## config.mk

```make
export PLATFORM = sky130hd
export DESIGN_NAME = div_unit
export DESIGN_NICKNAME = d
export VERILOG_FILES = /design/src/rtl/div_unit.sv
export SDC_FILE = /design/constraint.sdc
export NUM_CORES = 1
export LEC_CHECK = 0
export ABC_AREA = 0
export BUFFER_PORTS_ARGS = -buffer_cell sky130_fd_sc_hd__buf_2
export CORE_MARGIN = 2
export CORE_UTILIZATION = 28
export DETAILED_ROUTE_END_ITERATION = 10
export SYNTH_ARGS = -nofsm -noshare
export SYNTH_HDL_FRONTEND = slang
export SYNTH_SLANG_ARGS = --single-unit
export TNS_END_PERCENT = 30
```

## constraint.sdc

```tcl
create_clock -name clk -period 5.1 [get_ports clk]
set_input_delay 1.02 -clock clk [delete_from_list [all_inputs] [get_ports clk]]
set_output_delay 1.02 -clock clk [all_outputs]
set_load 0.01 [all_outputs]
```

## src/rtl/div_unit.sv

```systemverilog
// div_unit: multi-cycle restoring divider producing {remainder, quotient} for DIV/DIVU.
module div_unit #(
  parameter int DATA_W = 32
) (
  input  logic                clk,
  input  logic                rst,
  input  logic                signed_div_i,
  input  logic [DATA_W-1:0]   opdata1_i,
  input  logic [DATA_W-1:0]   opdata2_i,
  input  logic                start_i,
  input  logic                annul_i,
  output logic [2*DATA_W-1:0] result_o,
  output logic                ready_o
);
  localparam int CW = $clog2(DATA_W);
  localparam logic [CW-1:0] LAST = CW'(DATA_W - 1);
  typedef enum logic [1:0] {FREE, BYZERO, ON, END} state_t;
  state_t state, state_n;
  logic sgn, sgn_n, s1, s1_n, s2, s2_n, rdy_n;
  logic [DATA_W-1:0] dvd, dvd_n, dvs, dvs_n, rem, rem_n, rem_i, quo_i;
  logic [DATA_W:0] sh, trial;
  logic [CW-1:0] cnt, cnt_n;
  logic [2*DATA_W-1:0] res_n;
  // One restoring step: the quotient bit is shifted into the vacated dividend LSB.
  always_comb begin
    sh = {rem, dvd[DATA_W-1]};
    trial = sh - {1'b0, dvs};
    rem_i = trial[DATA_W] ? sh[DATA_W-1:0] : trial[DATA_W-1:0];
    quo_i = {dvd[DATA_W-2:0], ~trial[DATA_W]};
  end
  always_comb begin
    state_n = state;
    sgn_n = sgn;
    s1_n = s1;
    s2_n = s2;
    dvd_n = dvd;
    dvs_n = dvs;
    rem_n = rem;
    cnt_n = cnt;
    res_n = result_o;
    rdy_n = ready_o;
    case (state)
      FREE: begin
        res_n = '0;
        rdy_n = 1'b0;
        if (start_i && !annul_i) begin
          sgn_n = signed_div_i;
          s1_n = signed_div_i & opdata1_i[DATA_W-1];
          s2_n = signed_div_i & opdata2_i[DATA_W-1];
          dvd_n = s1_n ? -opdata1_i : opdata1_i;
          dvs_n = s2_n ? -opdata2_i : opdata2_i;
          rem_n = '0;
          cnt_n = '0;
          state_n = (opdata2_i == '0) ? BYZERO : ON;
        end
      end
      BYZERO: begin
        state_n = annul_i ? FREE : END;
        res_n = '0;
        rdy_n = !annul_i;
      end
      ON: begin
        if (annul_i) begin
          state_n = FREE;
          res_n = '0;
          rdy_n = 1'b0;
        end else begin
          rem_n = rem_i;
          dvd_n = quo_i;
          cnt_n = cnt + 1'b1;
          if (cnt == LAST) begin
            state_n = END;
            rdy_n = 1'b1;
            res_n = {(sgn & s1) ? -rem_i : rem_i, (sgn & (s1 ^ s2)) ? -quo_i : quo_i};
          end
        end
      end
      END: begin
        if (annul_i || !start_i) begin
          state_n = FREE;
          res_n = '0;
          rdy_n = 1'b0;
        end
      end
      default: state_n = FREE;
    endcase
  end
  always_ff @(posedge clk) begin
    if (rst) begin
      state <= FREE;
      sgn <= 1'b0;
      s1 <= 1'b0;
      s2 <= 1'b0;
      dvd <= '0;
      dvs <= '0;
      rem <= '0;
      cnt <= '0;
      result_o <= '0;
      ready_o <= 1'b0;
    end else begin
      state <= state_n;
      sgn <= sgn_n;
      s1 <= s1_n;
      s2 <= s2_n;
      dvd <= dvd_n;
      dvs <= dvs_n;
      rem <= rem_n;
      cnt <= cnt_n;
      result_o <= res_n;
      ready_o <= rdy_n;
    end
  end
endmodule

```

; ---- After elaboration in Yosys (flattened, before gate mapping)
; Cells that the tools add are included.
; Widths: inputs -> output; s select.
[totals]
reg_bits = 171
out_inout_bits = 65
in_bits = 69
elab_cells = 71
[op_classes]
muxes = 29
eq_ne = 8
reduce_logical = 12
n_bitwise = 6
n_addsub = 6
[op_table]
columns = op, n
row1 = $mux 32, 9
row2 = $mux 64, 3
row3 = $pmux 64 s3, 1
row4 = $neg 32->32, 4
row5 = $pmux 32 s2, 2
row6 = $sub 33x32->33, 1
row7 = $logic_not 32->1, 1
row8 = $mux 2, 6
row9 = $mux 5, 2
row10 = $pmux 5 s2, 1
row11 = $pmux 2 s4, 1
row12 = $ne 2x2->1 const B, 3
row13 = $reduce_and 3->1, 2
row14 = $add 5x1->5 const B, 1
row15 = $eq 5x5->1 const B, 1
row16 = $and 1x1->1, 4
row17 = $eq 2x2->1 const B, 2
row18 = $pmux 1 s4, 1
row19 = $reduce_and 2->1, 2
row20 = $mux 1, 3
row21 = $ne 3x3->1 const B, 1
row22 = $eq 2x1->1 const B, 1
row23 = $logic_not 1->1, 2
row24 = $logic_not 2->1, 1
row25 = 6 further kinds, 6

; ---- Logic depth before layout (Yosys ltp)
; Gate-level depths: netlist of the first run.
[logic_depth]
ltp_word = 7
ltp_mapped = 24
depth_no_buf = 21

; ---- Worst setup path after synthesis of the first run
; OpenSTA, ideal clock, no wires.
[synth_timing]
path_kind = register -> register
from = register dvd[31]
to = register result_o[62]
n_path_buf = 3
period_less_slack_ns = 4.978
arrival_ns = 4.861
setup_slack_ns = 0.122
required_ns = 4.983
stages_incl_launch_ff = 24
setup_time_ns = 0.117
path_cell_list = dfxtp_1 -> inv_1 -> ha_1 -> fa_1 -> nand2b_1 -> a21oi_2 -> o21ai_1 -> o211ai_1 -> a21oi_2 -> xnor2_1 -> inv_1 -> clkbuf_1 -> buf_1 -> buf_2 -> o21ai_0 -> inv_1 -> ha_1 -> or3b_1 -> mux2_2 -> nor3_2 -> and2_2 -> a41oi_1 -> xnor2_1 -> a22o_1
[synth_via]
elab_chain_len = 7
[synth_rtl]
columns = element, line_no
row1 = "start, declared", 20  ; logic [DATA_W-1:0] dvd, dvd_n, dvs, dvs_n, rem, rem_n, rem_i, quo_i;
row2 = "start signal, assigned", 105  ; dvd <= dvd_n;
row3 = $sub 33x32->33, 27  ; trial = sh - {1'b0, dvs};
row4 = $mux 32 *, 28  ; rem_i = trial[DATA_W] ? sh[DATA_W-1:0] : trial[DATA_W-1:0];
row5 = $neg 32->32, 74  ; res_n = {(sgn & s1) ? -rem_i : rem_i, (sgn & (s1 ^ s2)) ? -quo_i : quo_i};
row6 = $mux 32 *, 74
row7 = $mux 64 *, 71  ; if (cnt == LAST) begin
row8 = $mux 64 *, 63  ; if (annul_i) begin
row9 = $pmux 64 s3 *, 42  ; case (state)
row10 = "end signal, assigned", 109  ; result_o <= res_n;
row11 = "end, declared", 12  ; output logic [2*DATA_W-1:0] result_o,
; Mark *: on every way between the ends. The rest lies on a longest branch, timed or not. The select of a mux whose other input is x is not followed.
; A chain may end at the register's enable or synchronous reset.

; ---- Final worst setup path of the first run
; Same ends and word-level chain as after synthesis.

==> impl_results.md, run 1 <==
* Status: completed
* Initial DRT Pass Iterations at 5
* Cell count after synthesis at approximately 1500
* Chip width at between 200 and 250 um
* Fmax at 213.4 MHz
* Starting Density at 0.2824
* DR vias at roughly 11000
* Commonest non-fill, non-tap cell in the layout: nor2_1
* Clock transition at the registers of the reported paths at 80 ps
* RR Startpoint: dvd[31]
* # clock sinks at ~170
* Wire per inst at 17.40 um
* Filler cell count at approximately 4200
* Slew margin rel. at 0.2885
* Setup violators final at 0
* R2R cell count at 20
* Final net count at roughly 1700
* Crit path max fanout at 10
* Final Cycle Share at 0.9188
* Seq. cell area at between 3000 and 4000 um2
* Maxcap violations at 0
* All-Layer GR Usage at 0.1749
* Largest net degree at the start of global routing at 96
* EDFF count, synth at 0
* Comb power frac at 0.455
* Skew-Pair Late Insertion Delay at around 450 ps
* DRT iter0 DRCs at 856
* Pwr/cell area at ~410 nW/um2
* FF-to-FF setup slack at 410 ps
* Crit path cell chain: inv_1 > ha_1 > fa_1 > nand2b_1 > a21oi_2 > o21ai_1 > o211ai_1 > a21oi_2 > xnor2_2 > inv_2 > nor2_1 > a21oi_1 > ha_1 > or3b_1 > mux2_2 > nor3_2 > and2_2 > a41oi_1 > xnor2_1 > a22o_1
* Sw frac at 0.4412
* Area occupied by multi-input gates at approximately 7500 um2
* Worst Tran Pin Value at 1067 ps
* Die height at about 210 um
* Clk pwr share at 0.254
* Ys Warns at 0
* Min-Delay Path Class: reg -> reg
* Worst stage delay on the critical path at 420 ps
* Hold Buf Count CTS at 0
* Final Hold Viols at 0
* CP max stage cell: fa_1
* Worst Path Required at about 5400 ps
* Synth Flop Type: dfxtp_1
* Pint at slightly above 3 mW
* Number of vias per cell at 5.205
* Worst-case clock skew at about 14 ps
* Final Non-Filler Cells at 2148
* Antenna violations before repair at 5
* Worst Path Arrival at 5030 ps
* P_sw at between 2 and 2.5 mW
* Placed wire-length estimate at ~29000 um
* Hold Crit Endpoint: result_o[39]
* Async set or reset register ratio after synthesis at 0
* Standard-cell row count at 74
* Clk buf depth at 2
* Slew Limit Fails at 0
* Final setup margin at 414.3 ps
* Port buffer count at 133
* Period minus WS final at around 4700 ps
* Crit path capture type: flop
* Area grow syn2layout at 15.38%
* Post-Syn Area at around 11000 um2
* Mapped Nets at roughly 1600
* Max IR drop VDD at between 0.2 and 0.25 mV
* Core area at approximately 40000 um2
* H-tree Lvls at 4
* Layout cells sized above 1 at 0.1340
* First-pass GRT wire length at ~58000 um
* Number of setup buffers added after CTS at 0
* Post-CTS resize count at 0
* Antenna viol nets, final at 0
* Placement Setup Slack at ~380 ps
* Seq/Total Area, Yosys at 0.2982
* Most frequent cells in the layout: 195 x nor2_1, 174 x nand2_1, 171 x dfxtp_1
* Crit path launch type: flop
* Grt ovf at 0
* Boundary pin count at roughly 130
* Final WL at roughly 37000 um
* WS Path Type: reg -> reg
* Hold_sp: result_o[39]
* Setup TNS at 0 ps
* DRC Markers at 0
* CTS tree: yes
* Placed Instances at about 2100
* Total die area at about 43000 um2
* Yosys cell types at 74
* WHS Path Cells at 2
* Total power at ~5.4 mW
* Seq pwr share at 0.291
* RSZ-0062 raised after global routing: no
* Clock root buffer: clkbuf_16
* GP Congestion at ~0.90
* CTS Buf Count at 17
* R2r endpoint: result_o[62]
* #FFs+latches synth at ~170
* Leakage power total at approximately 5.3 nW
* Syn Area/Cell at between 7 and 8 um2
* Vias in the first global route at around 10000
-- state kept, by name, summed over array words and instances, names as in the netlist --
| name | flops |
|---|---|
| cnt | 5 |
| sgn | 1 |
| s2 | 1 |
| s1 | 1 |
| dvs | 32 |
| ready_o | 1 |
| rem | 32 |
| result_o | 64 |
| state | 2 |
| dvd | 32 |
-- power by group through the flow --
stage          logic [mW]  clock network (mW)  registers [mW]
2_1_floorplan        1.81                   0            1.57
3_3_place_gp         2.43                   0            1.60
3_5_place_dp         2.44                   0            1.61
4_1_cts              2.46                1.42            1.58
5_1_grt              2.73                1.47            1.60
6_report             2.47                1.38            1.58
-- per-layer routing --
layer  vias up  GRT usage  share of wire
met4         2    0.05383          0.022
met5         -          0        0.00029
met3        52    0.03627          0.058
met1      5258     0.2449           0.48
li1       5587          -              -
met2       282     0.2674           0.44
-- synth_stat cells, types with 3 or more instances --
cell / count / area [um2]
a211oi_1: 30 / 225.2
a21boi_0: 3 / 22.52
a21o_1: 13 / 97.59
a21oi_1: 125 / 625.6
a21oi_2: 6 / 52.55
a221oi_1: 10 / 87.58
a22o_1: 27 / 236.5
a22oi_1: 40 / 300.3
a311oi_1: 7 / 61.31
a31oi_1: 40 / 250.2
a41oi_1: 5 / 43.79
and2_1: 12 / 75.07
and3_1: 12 / 75.07
buf_1: 5 / 18.77
buf_2: 10 / 50.05
buf_4: 4 / 30.03
clkbuf_1: 74 / 277.8
dfxtp_1: 171 / 3423
ha_1: 42 / 525.5
inv_1: 61 / 229.0
mux2i_1: 25 / 250.2
nand2_1: 174 / 653.1
nand2b_1: 16 / 100.1
nand3_1: 17 / 85.08
nand4_1: 8 / 50.05
nor2_1: 198 / 743.2
nor2b_1: 10 / 62.56
nor3_1: 32 / 160.2
nor4_1: 17 / 106.4
nor4b_1: 4 / 35.03
o211ai_1: 7 / 52.55
o21a_1: 7 / 52.55
o21ai_0: 77 / 385.4
o21ai_1: 3 / 15.01
o31ai_1: 20 / 150.1
o41ai_1: 5 / 43.79
or3_1: 23 / 143.9
xnor2_1: 70 / 613.1
xor2_1: 67 / 586.8
-- worst max-delay path, delay by kind of cell, from the launching register on --
family / cells / cell delay (ps)
and+or+nand+nor: 5 / 1070
buffers and inverters: 2 / 250
AOI/OAI and AO/OA: 7 / 1290
xor gates and xnor gates: 2 / 340
adders and majority gates: 3 / 880
DFF: 1 / 410
muxes: 1 / 340
-- final cells by class --
cell class                 instances  share of cell area
multi-input combinational       1197              0.5654
sequential                       171              0.2585
timing repair buffer             151             0.06065
tap                              532             0.05026
clock buffer                      17             0.03212
inverter                          61             0.01729
clock inverter                    15             0.01511
antenna                            4           0.0007557
-- worst max-delay path by stage --
stage	from	to	slack, ps
after floorplan	dvd[31]	result_o[62]	120
after global placement	dvd[31]	result_o[62]	490
after detailed placement	dvd[31]	result_o[62]	380
after CTS	dvd[31]	result_o[62]	300
after global routing	dvd[31]	result_o[60]	7
final	dvd[31]	result_o[62]	410
-- through the flow --
step           hold slack, ps  utilization  area (um2)
6_report                457.3       0.3259       13250
5_1_grt                 479.2       0.3257       13240
4_1_cts                 456.4       0.3256       13240
3_5_place_dp            446.5       0.3102       12610
3_3_place_gp            446.5       0.3102       12610
2_1_floorplan           431.9            -       11480
-- cells by family (layout without fill, tap and decap cells) --
family | after synthesis | in the layout | share of synthesized area
compound gates | 442 | 442 | 0.2487
xor+xnor | 137 | 137 | 0.1045
fa+ha+maj | 43 | 43 | 0.04752
buf+inv | 155 | 244 | 0.05319
flops | 171 | 171 | 0.2982
mux | 30 | 30 | 0.02812
other cells | 0 | 4 | 0
simple gates | 545 | 545 | 0.2197
(Power assumes the default switching activity.)
==> run 2, diff against run 1 <==
--- a/config.mk
+++ b/config.mk
@@ -10,6 +10,7 @@
 export CORE_MARGIN = 2
 export CORE_UTILIZATION = 28
 export DETAILED_ROUTE_END_ITERATION = 10
+export MAX_ROUTING_LAYER = met4
 export SYNTH_ARGS = -nofsm -noshare
 export SYNTH_HDL_FRONTEND = slang
 export SYNTH_SLANG_ARGS = --single-unit
==> constraint.sdc (replaced) <==
create_clock -name clk -period 4.6 [get_ports clk]
set_input_delay 0.92 -clock clk [delete_from_list [all_inputs] [get_ports clk]]
set_output_delay 0.92 -clock clk [all_outputs]
set_load 0.01 [all_outputs]
==> impl_results.md, run 2 (synthesis gave the netlist of run 1 again) <==
* CP max stage cell: dfxtp_4
* Total power at 6.226 mW (+15%)
* Hold slack at 458.3 ps (+0.9930 ps)
* Worst Tran Pin Value at 947.7 ps (-119.6 ps)
* Worst-case clock skew at 15.52 ps (+1.231 ps)
* Number of vias per cell at 5.242 (+0.70%)
* Worst stage delay on the critical path at 370 ps (-50 ps)
* Layout cells sized above 1 at 0.1487 (+0.01474)
* CTS tree: yes
* Skew-Pair Late Insertion Delay at 450 ps (about the same)
* GP Congestion at 0.9202 (+2.3%)
* WS Path Type: reg -> reg
* Crit path max fanout at 6 (-4)
* Crit path buf inv count at 2 (unchanged)
* Hold Buf Count CTS at 0 (unchanged)
* Max IR drop VDD at 0.2273 mV (-1.1%)
* Final instance area at 13420 um2 (+1.3%)
* Core area at 40650 um2 (unchanged)
* Status: completed
* Antenna violations before repair at 0 (-5)
* Crit path launch type: flop
* DR vias at 11317 (+1.2%)
* Slew margin rel. at 0.3667 (+0.07819)
* All-Layer GR Usage at 0.1814 (+0.006479)
* Most frequent cells in the layout: 194 x nor2_1, 174 x nand2_1, 169 x dfxtp_1
* Total die area at 42630 um2 (unchanged)
* Fmax at 233.0 MHz (+9.2%)
* Crit path cell chain: inv_1 > ha_2 > fa_2 > nand2b_4 > a21oi_4 > o21ai_2 > o211ai_1 > a21oi_2 > xnor2_2 > inv_2 > a21oi_2 > ha_2 > or3b_1 > mux2_4 > nor3_4 > and2_4 > a41oi_1 > xnor2_1 > a22o_1
* Leakage power total at 5.370 nW (+1.9%)
* Port buffer count at 133 (unchanged)
* Crit path capture type: flop
* DRT iter0 DRCs at 854 (-0.23%)
* H-tree Lvls at 4 (unchanged)
* Boundary pin count at 134 (unchanged)
* Starting Density at 0.2824 (unchanged)
* Period minus WS final at 4291 ps (-394.4 ps)
* Number of diodes at 0 (-4)
* Standard-cell row count at 74 (unchanged)
* Worst Path Arrival at 4640 ps (-390 ps)
* Placed wire-length estimate at 29120 um (+1.3%)
* Min-Delay Path Class: reg -> reg
* Grt ovf at 0 (unchanged)
* Final net count at 1726 (+0.88%)
* DRC Markers at 0 (unchanged)
* Slew Limit Fails at 0 (unchanged)
* Final Cycle Share at 0.9329 (+0.01412)
* Chip width at 206.5 um (unchanged)
* Initial DRT Pass Iterations at 7 (+2)
* Setup violators final at 0 (unchanged)
* Antenna viol nets, final at 0 (unchanged)
* Post-Place Cell Area at 12710 um2 (+0.81%)
* Core Util, Final at 0.3302 (+0.004372)
* First-pass GRT wire length at 59100 um (+1.3%)
* Commonest non-fill, non-tap cell in the layout: nor2_1
* Largest net degree at the start of global routing at 61 (-36%)
* # clock sinks at 171 (unchanged)
* Max reg flops at 64 (unchanged)
* CTS Buf Count at 17 (unchanged)
* Die height at 206.5 um (unchanged)
* Pwr/cell area at 463.8 nW/um2 (+13%)
* Critical path's top delay family: compound AO/OA/AOI/OAI gates
* Final WL at 38270 um (+2.4%)
* Clock transition at the registers of the reported paths at 80 ps (about the same)
* Clock root buffer: clkbuf_16
* Wire per inst at 17.72 um (+1.8%)
* RSZ-0062 raised after global routing: no
* Area grow syn2layout at 16.93%
* Setup TNS at 0 ps (unchanged)
* Maxcap violations at 0 (unchanged)
* Final Hold Viols at 0 (unchanged)
* Clk buf depth at 2 (unchanged)
* Worst Path Required at 4940 ps (-500 ps)
* Reg with most FFs: result_o
* Vias in the first global route at 10341 (+1.5%)
==> run 2: repair_timing <==
action                                  4_1_cts  5_1_grt
buffers inserted                              0        4
endpoints found under the setup margin        0       20
endpoints found under the hold margin         0        0
gates resized for setup                       0       13
==> run 2: per-layer routing <==
metal,vias to the layer above,routed length [um],share of wire,track usage
met1,5390,18490,0.48,0.2493
met5,-,0,0,-
li1,5590,-,-,-
met3,43,2334,0.061,0.03532
met2,294,16830,0.44,0.2721
met4,0,614,0.016,0.04439
==> run 2: final timing paths <==
path         cells past startpoint           end    startpoint  slack [ps]
max reg2reg                     19  result_o[62]       dvd[31]         310
min                              2  result_o[39]  result_o[39]         460
max                             19  result_o[62]       dvd[31]         310
min reg2reg                      2  result_o[39]  result_o[39]         460
==> run 2: final cells by class <==
cell class | count | area, um2
repair buffers | 165 | 915.9
flip-flops and latches | 171 | 3428
repair inverters | 1 | 5.005
inverters | 61 | 229.0
well taps | 532 | 665.6
fillers | 4274 | 27220
clock buffers | 18 | 439.2
clock inverters | 14 | 196.4
multi-input cells | 1197 | 7543
==> run 2: power breakdown <==
group / switching (mW) / internal, mW / total, mW
Clock: 0.724 / 0.849 / 1.57
Combinational: 1.84 / 1.06 / 2.90
Sequential: 0.147 / 1.61 / 1.76
Total: 2.71 / 3.52 / 6.23
==> run 2: worst min-delay path, delay by kind of cell (launching register included) <==
| family | cells | cell delay (ps) |
|---|---|---|
| AND/OR/NAND/NOR | 1 | 50 |
| flip-flops | 1 | 310 |
| AO/OA/AOI/OAI | 1 | 50 |
==> run 2: stage by stage <==
| step | cells | setup slack [ps] |
|---|---|---|
| floorplan | 1523 | 51.49 |
| global placement | 2122 | 257.7 |
| detailed placement | 2122 | 142.7 |
| CTS | 2154 | 95.79 |
| global route | 2159 | 25.61 |
| finish | 2159 | 308.8 |
==> run 3, diff against run 2 <==
--- a/config.mk
+++ b/config.mk
@@ -5,10 +5,9 @@
 export SDC_FILE = /design/constraint.sdc
 export NUM_CORES = 1
 export LEC_CHECK = 0
-export ABC_AREA = 0
 export BUFFER_PORTS_ARGS = -buffer_cell sky130_fd_sc_hd__buf_2
 export CORE_MARGIN = 2
-export CORE_UTILIZATION = 28
+export CORE_UTILIZATION = 30
 export DETAILED_ROUTE_END_ITERATION = 10
 export MAX_ROUTING_LAYER = met4
 export SYNTH_ARGS = -nofsm -noshare
==> impl_results.md, run 3 (synthesis gave the netlist of run 1 again) <==
* Final WL at 37750 um (-1.3%)
* Min-Delay Path Class: reg -> reg
* FF-to-FF setup slack at 300 ps (about the same)
* Leakage power total at 5.377 nW (+0.14%)
* GP Congestion at 0.9024 (-1.9%)
* Clk buf depth at 2 (unchanged)
* Routing usage on met3 at 0.03797 (+0.002655)
* Placed wire-length estimate at 28840 um (-0.97%)
* Seq pwr share at 0.285 (+0.003)
* Pint at 3.508 mW (-0.22%)
* Worst Path Arrival at 4630 ps (about the same)
* Worst Tran Pin Value at 981.5 ps (+33.77 ps)
* First-pass GRT wire length at 58550 um (-0.92%)
* Final net count at 1730 (+0.23%)
* Boundary pin count at 134 (unchanged)
* Starting Density at 0.3048 (+0.02235)
* CP startpoint: dvd[31]
* H-tree Lvls at 4 (unchanged)
* CP endpoint: result_o[60]
* Crit path launch type: flop
* Crit path capture type: flop
* DR vias at 11329 (+0.11%)
* Chip width at 199.6 um (-3.3%)
* Commonest non-fill, non-tap cell in the layout: nor2_1
* Total die area at 39850 um2 (-6.5%)
* Slew margin rel. at 0.3441 (-0.02257)
* Worst Path Required at 4940 ps (about the same)
* Slew Limit Fails at 0 (unchanged)
* Final Hold Viols at 0 (unchanged)
* WHS Path Cells at 2 (unchanged)
* Port buffer count at 133 (unchanged)
* Layout cells sized above 1 at 0.1496 (+0.0008615)
* DRT iter0 DRCs at 934 (+9.4%)
* Maxcap violations at 0 (unchanged)
* Die height at 199.6 um (-3.3%)
* Filler cell count at 4043 (-5.4%)
* # clock sinks at 171 (unchanged)
* Antenna viol nets, final at 0 (unchanged)
* Setup violators final at 0 (unchanged)
* P_sw at 2.660 mW (-1.9%)
* Clock transition at the registers of the reported paths at 80 ps (about the same)
* Antenna violations before repair at 3 (+3)
* Hold Buf Count CTS at 0 (unchanged)
* All-Layer GR Usage at 0.1948 (+0.01340)
* Hold slack at 462.5 ps (+4.214 ps)
* Crit path max fanout at 7 (+1)
* Pwr/cell area at 459.4 nW/um2 (-0.95%)
* Area grow syn2layout at 16.95% (about the same)
* Top Usage Layer GRT: met2
* Max reg flops at 64 (unchanged)
* Met1 Use GR at 0.2668 (+0.01753)
* DRC Markers at 0 (unchanged)
* R2R cell count at 20 (+1)
* Skew-Pair Late Insertion Delay at 440 ps (about the same)
* Initial DRT Pass Iterations at 6 (-1)
* Wire per inst at 17.60 um (-0.70%)
* Clk pwr share at 0.251 (-0.002)
* R2r endpoint: result_o[60]
* CTS Buf Count at 17 (unchanged)
* Max IR drop VDD at 0.2745 mV (+21%)
* Final Cycle Share at 0.9345 (+0.001645)
* Vias in the first global route at 10362 (+0.20%)
* Period minus WS final at 4299 ps (+7.566 ps)
* Sw frac at 0.4313 (-0.004058)
* Number of vias per cell at 5.282 (+0.76%)
* Clock root buffer: clkbuf_16
* Worst-case clock skew at 11.13 ps (-4.397 ps)
* Reg with most FFs: result_o
* Setup TNS at 0 ps (unchanged)
* CTS tree: yes
* Comb power frac at 0.464 (about the same)
* Status: completed
* RR Startpoint: dvd[31]
* Met2 Track Usage GR at 0.2968 (+0.02471)
* WS Path Type: reg -> reg
* Most frequent cells in the layout: 195 x nor2_1, 174 x nand2_1, 170 x dfxtp_1
* Standard-cell row count at 71 (-4.1%)
* Core area at 37670 um2 (-7.3%)
* Fmax at 232.6 MHz (-0.18%)
* Grt ovf at 0 (unchanged)
* Largest net degree at the start of global routing at 81 (+33%)
## run 3: cell count changes in the layout (fill, tap and decap cells not counted), sizes merged
cell / delta
clkinv: -3
inv: +1
clkinvlp: +1
buf: +5
diode: +3
## run 3: how the worst min path moves through the flow
stage | from | end | slack, ps
2_1_floorplan | dvs[15] | dvs[15] | 430
3_3_place_gp | result_o[39] | result_o[39] | 450
4_1_cts | result_o[39] | result_o[39] | 460
3_5_place_dp | result_o[39] | result_o[39] | 450
6_report | dvs[15] | dvs[15] | 460
5_1_grt | dvs[15] | dvs[15] | 480
## run 3: repair_timing
item | CTS | global route
endpoints found under the setup margin | 0 | 17
gates resized for setup | 0 | 6
setup buffers | 0 | 2
## run 3: worst max-delay path, cell delays in order (launching register included)
cell      delay [ps]
dfxtp_2          370
inv_1             80
ha_2             220
fa_2             350
nand2b_4         160
a21oi_4          170
o21ai_2           90
o211ai_1         280
a21oi_2          110
xnor2_2          240
inv_2            120
nand2_1           80
o21ai_0          100
inv_1             70
ha_2             210
or3b_1           360
mux2_4           320
o41ai_1          340
a31oi_1          150
xnor2_1          170
a22o_1           200
## run 3: final cells by class
| cell class | instances | area [um2] | share of cell area |
|---|---|---|---|
| flip-flops and latches | 171 | 3425 | 0.2551 |
| clock buffers | 18 | 439.2 | 0.03271 |
| inverters | 61 | 229.0 | 0.01705 |
| clock inverters | 14 | 173.9 | 0.01295 |
| repair buffers | 170 | 970.9 | 0.07232 |
| well taps | 511 | 639.4 | 0.04762 |
| diodes | 3 | 7.507 | 0.0005592 |
| multi-input cells | 1197 | 7541 | 0.5617 |
## run 3: through the flow
step | total power, mW | util | setup WS (ps) | instances | cell area [um2]
2_1_floorplan | 3.777 | - | 51.49 | 1523 | 11520
6_report | 6.168 | 0.3564 | 301.2 | 2145 | 13430
3_3_place_gp | 4.568 | 0.3389 | 158.2 | 2108 | 12760
4_1_cts | 6.128 | 0.3551 | 67.14 | 2140 | 13380
3_5_place_dp | 4.586 | 0.3389 | 113.5 | 2108 | 12760
5_1_grt | 6.556 | 0.3564 | -30.04 | 2145 | 13430
## run 3: power by group through the flow
stage	sequential, mW	combinational [mW]	clock (mW)
after floorplan	1.74	2.04	0
after global placement	1.78	2.79	0
after detailed placement	1.79	2.80	0
after CTS	1.75	2.81	1.57
after global routing	1.77	3.15	1.63
final	1.76	2.86	1.55
## run 3: metal layers
layer | vias up | wire length, um
li1 | 5614 | -
met1 | 5389 | 18180
met2 | 300 | 16760
met3 | 26 | 2348
met4 | 0 | 473
met5 | - | 0
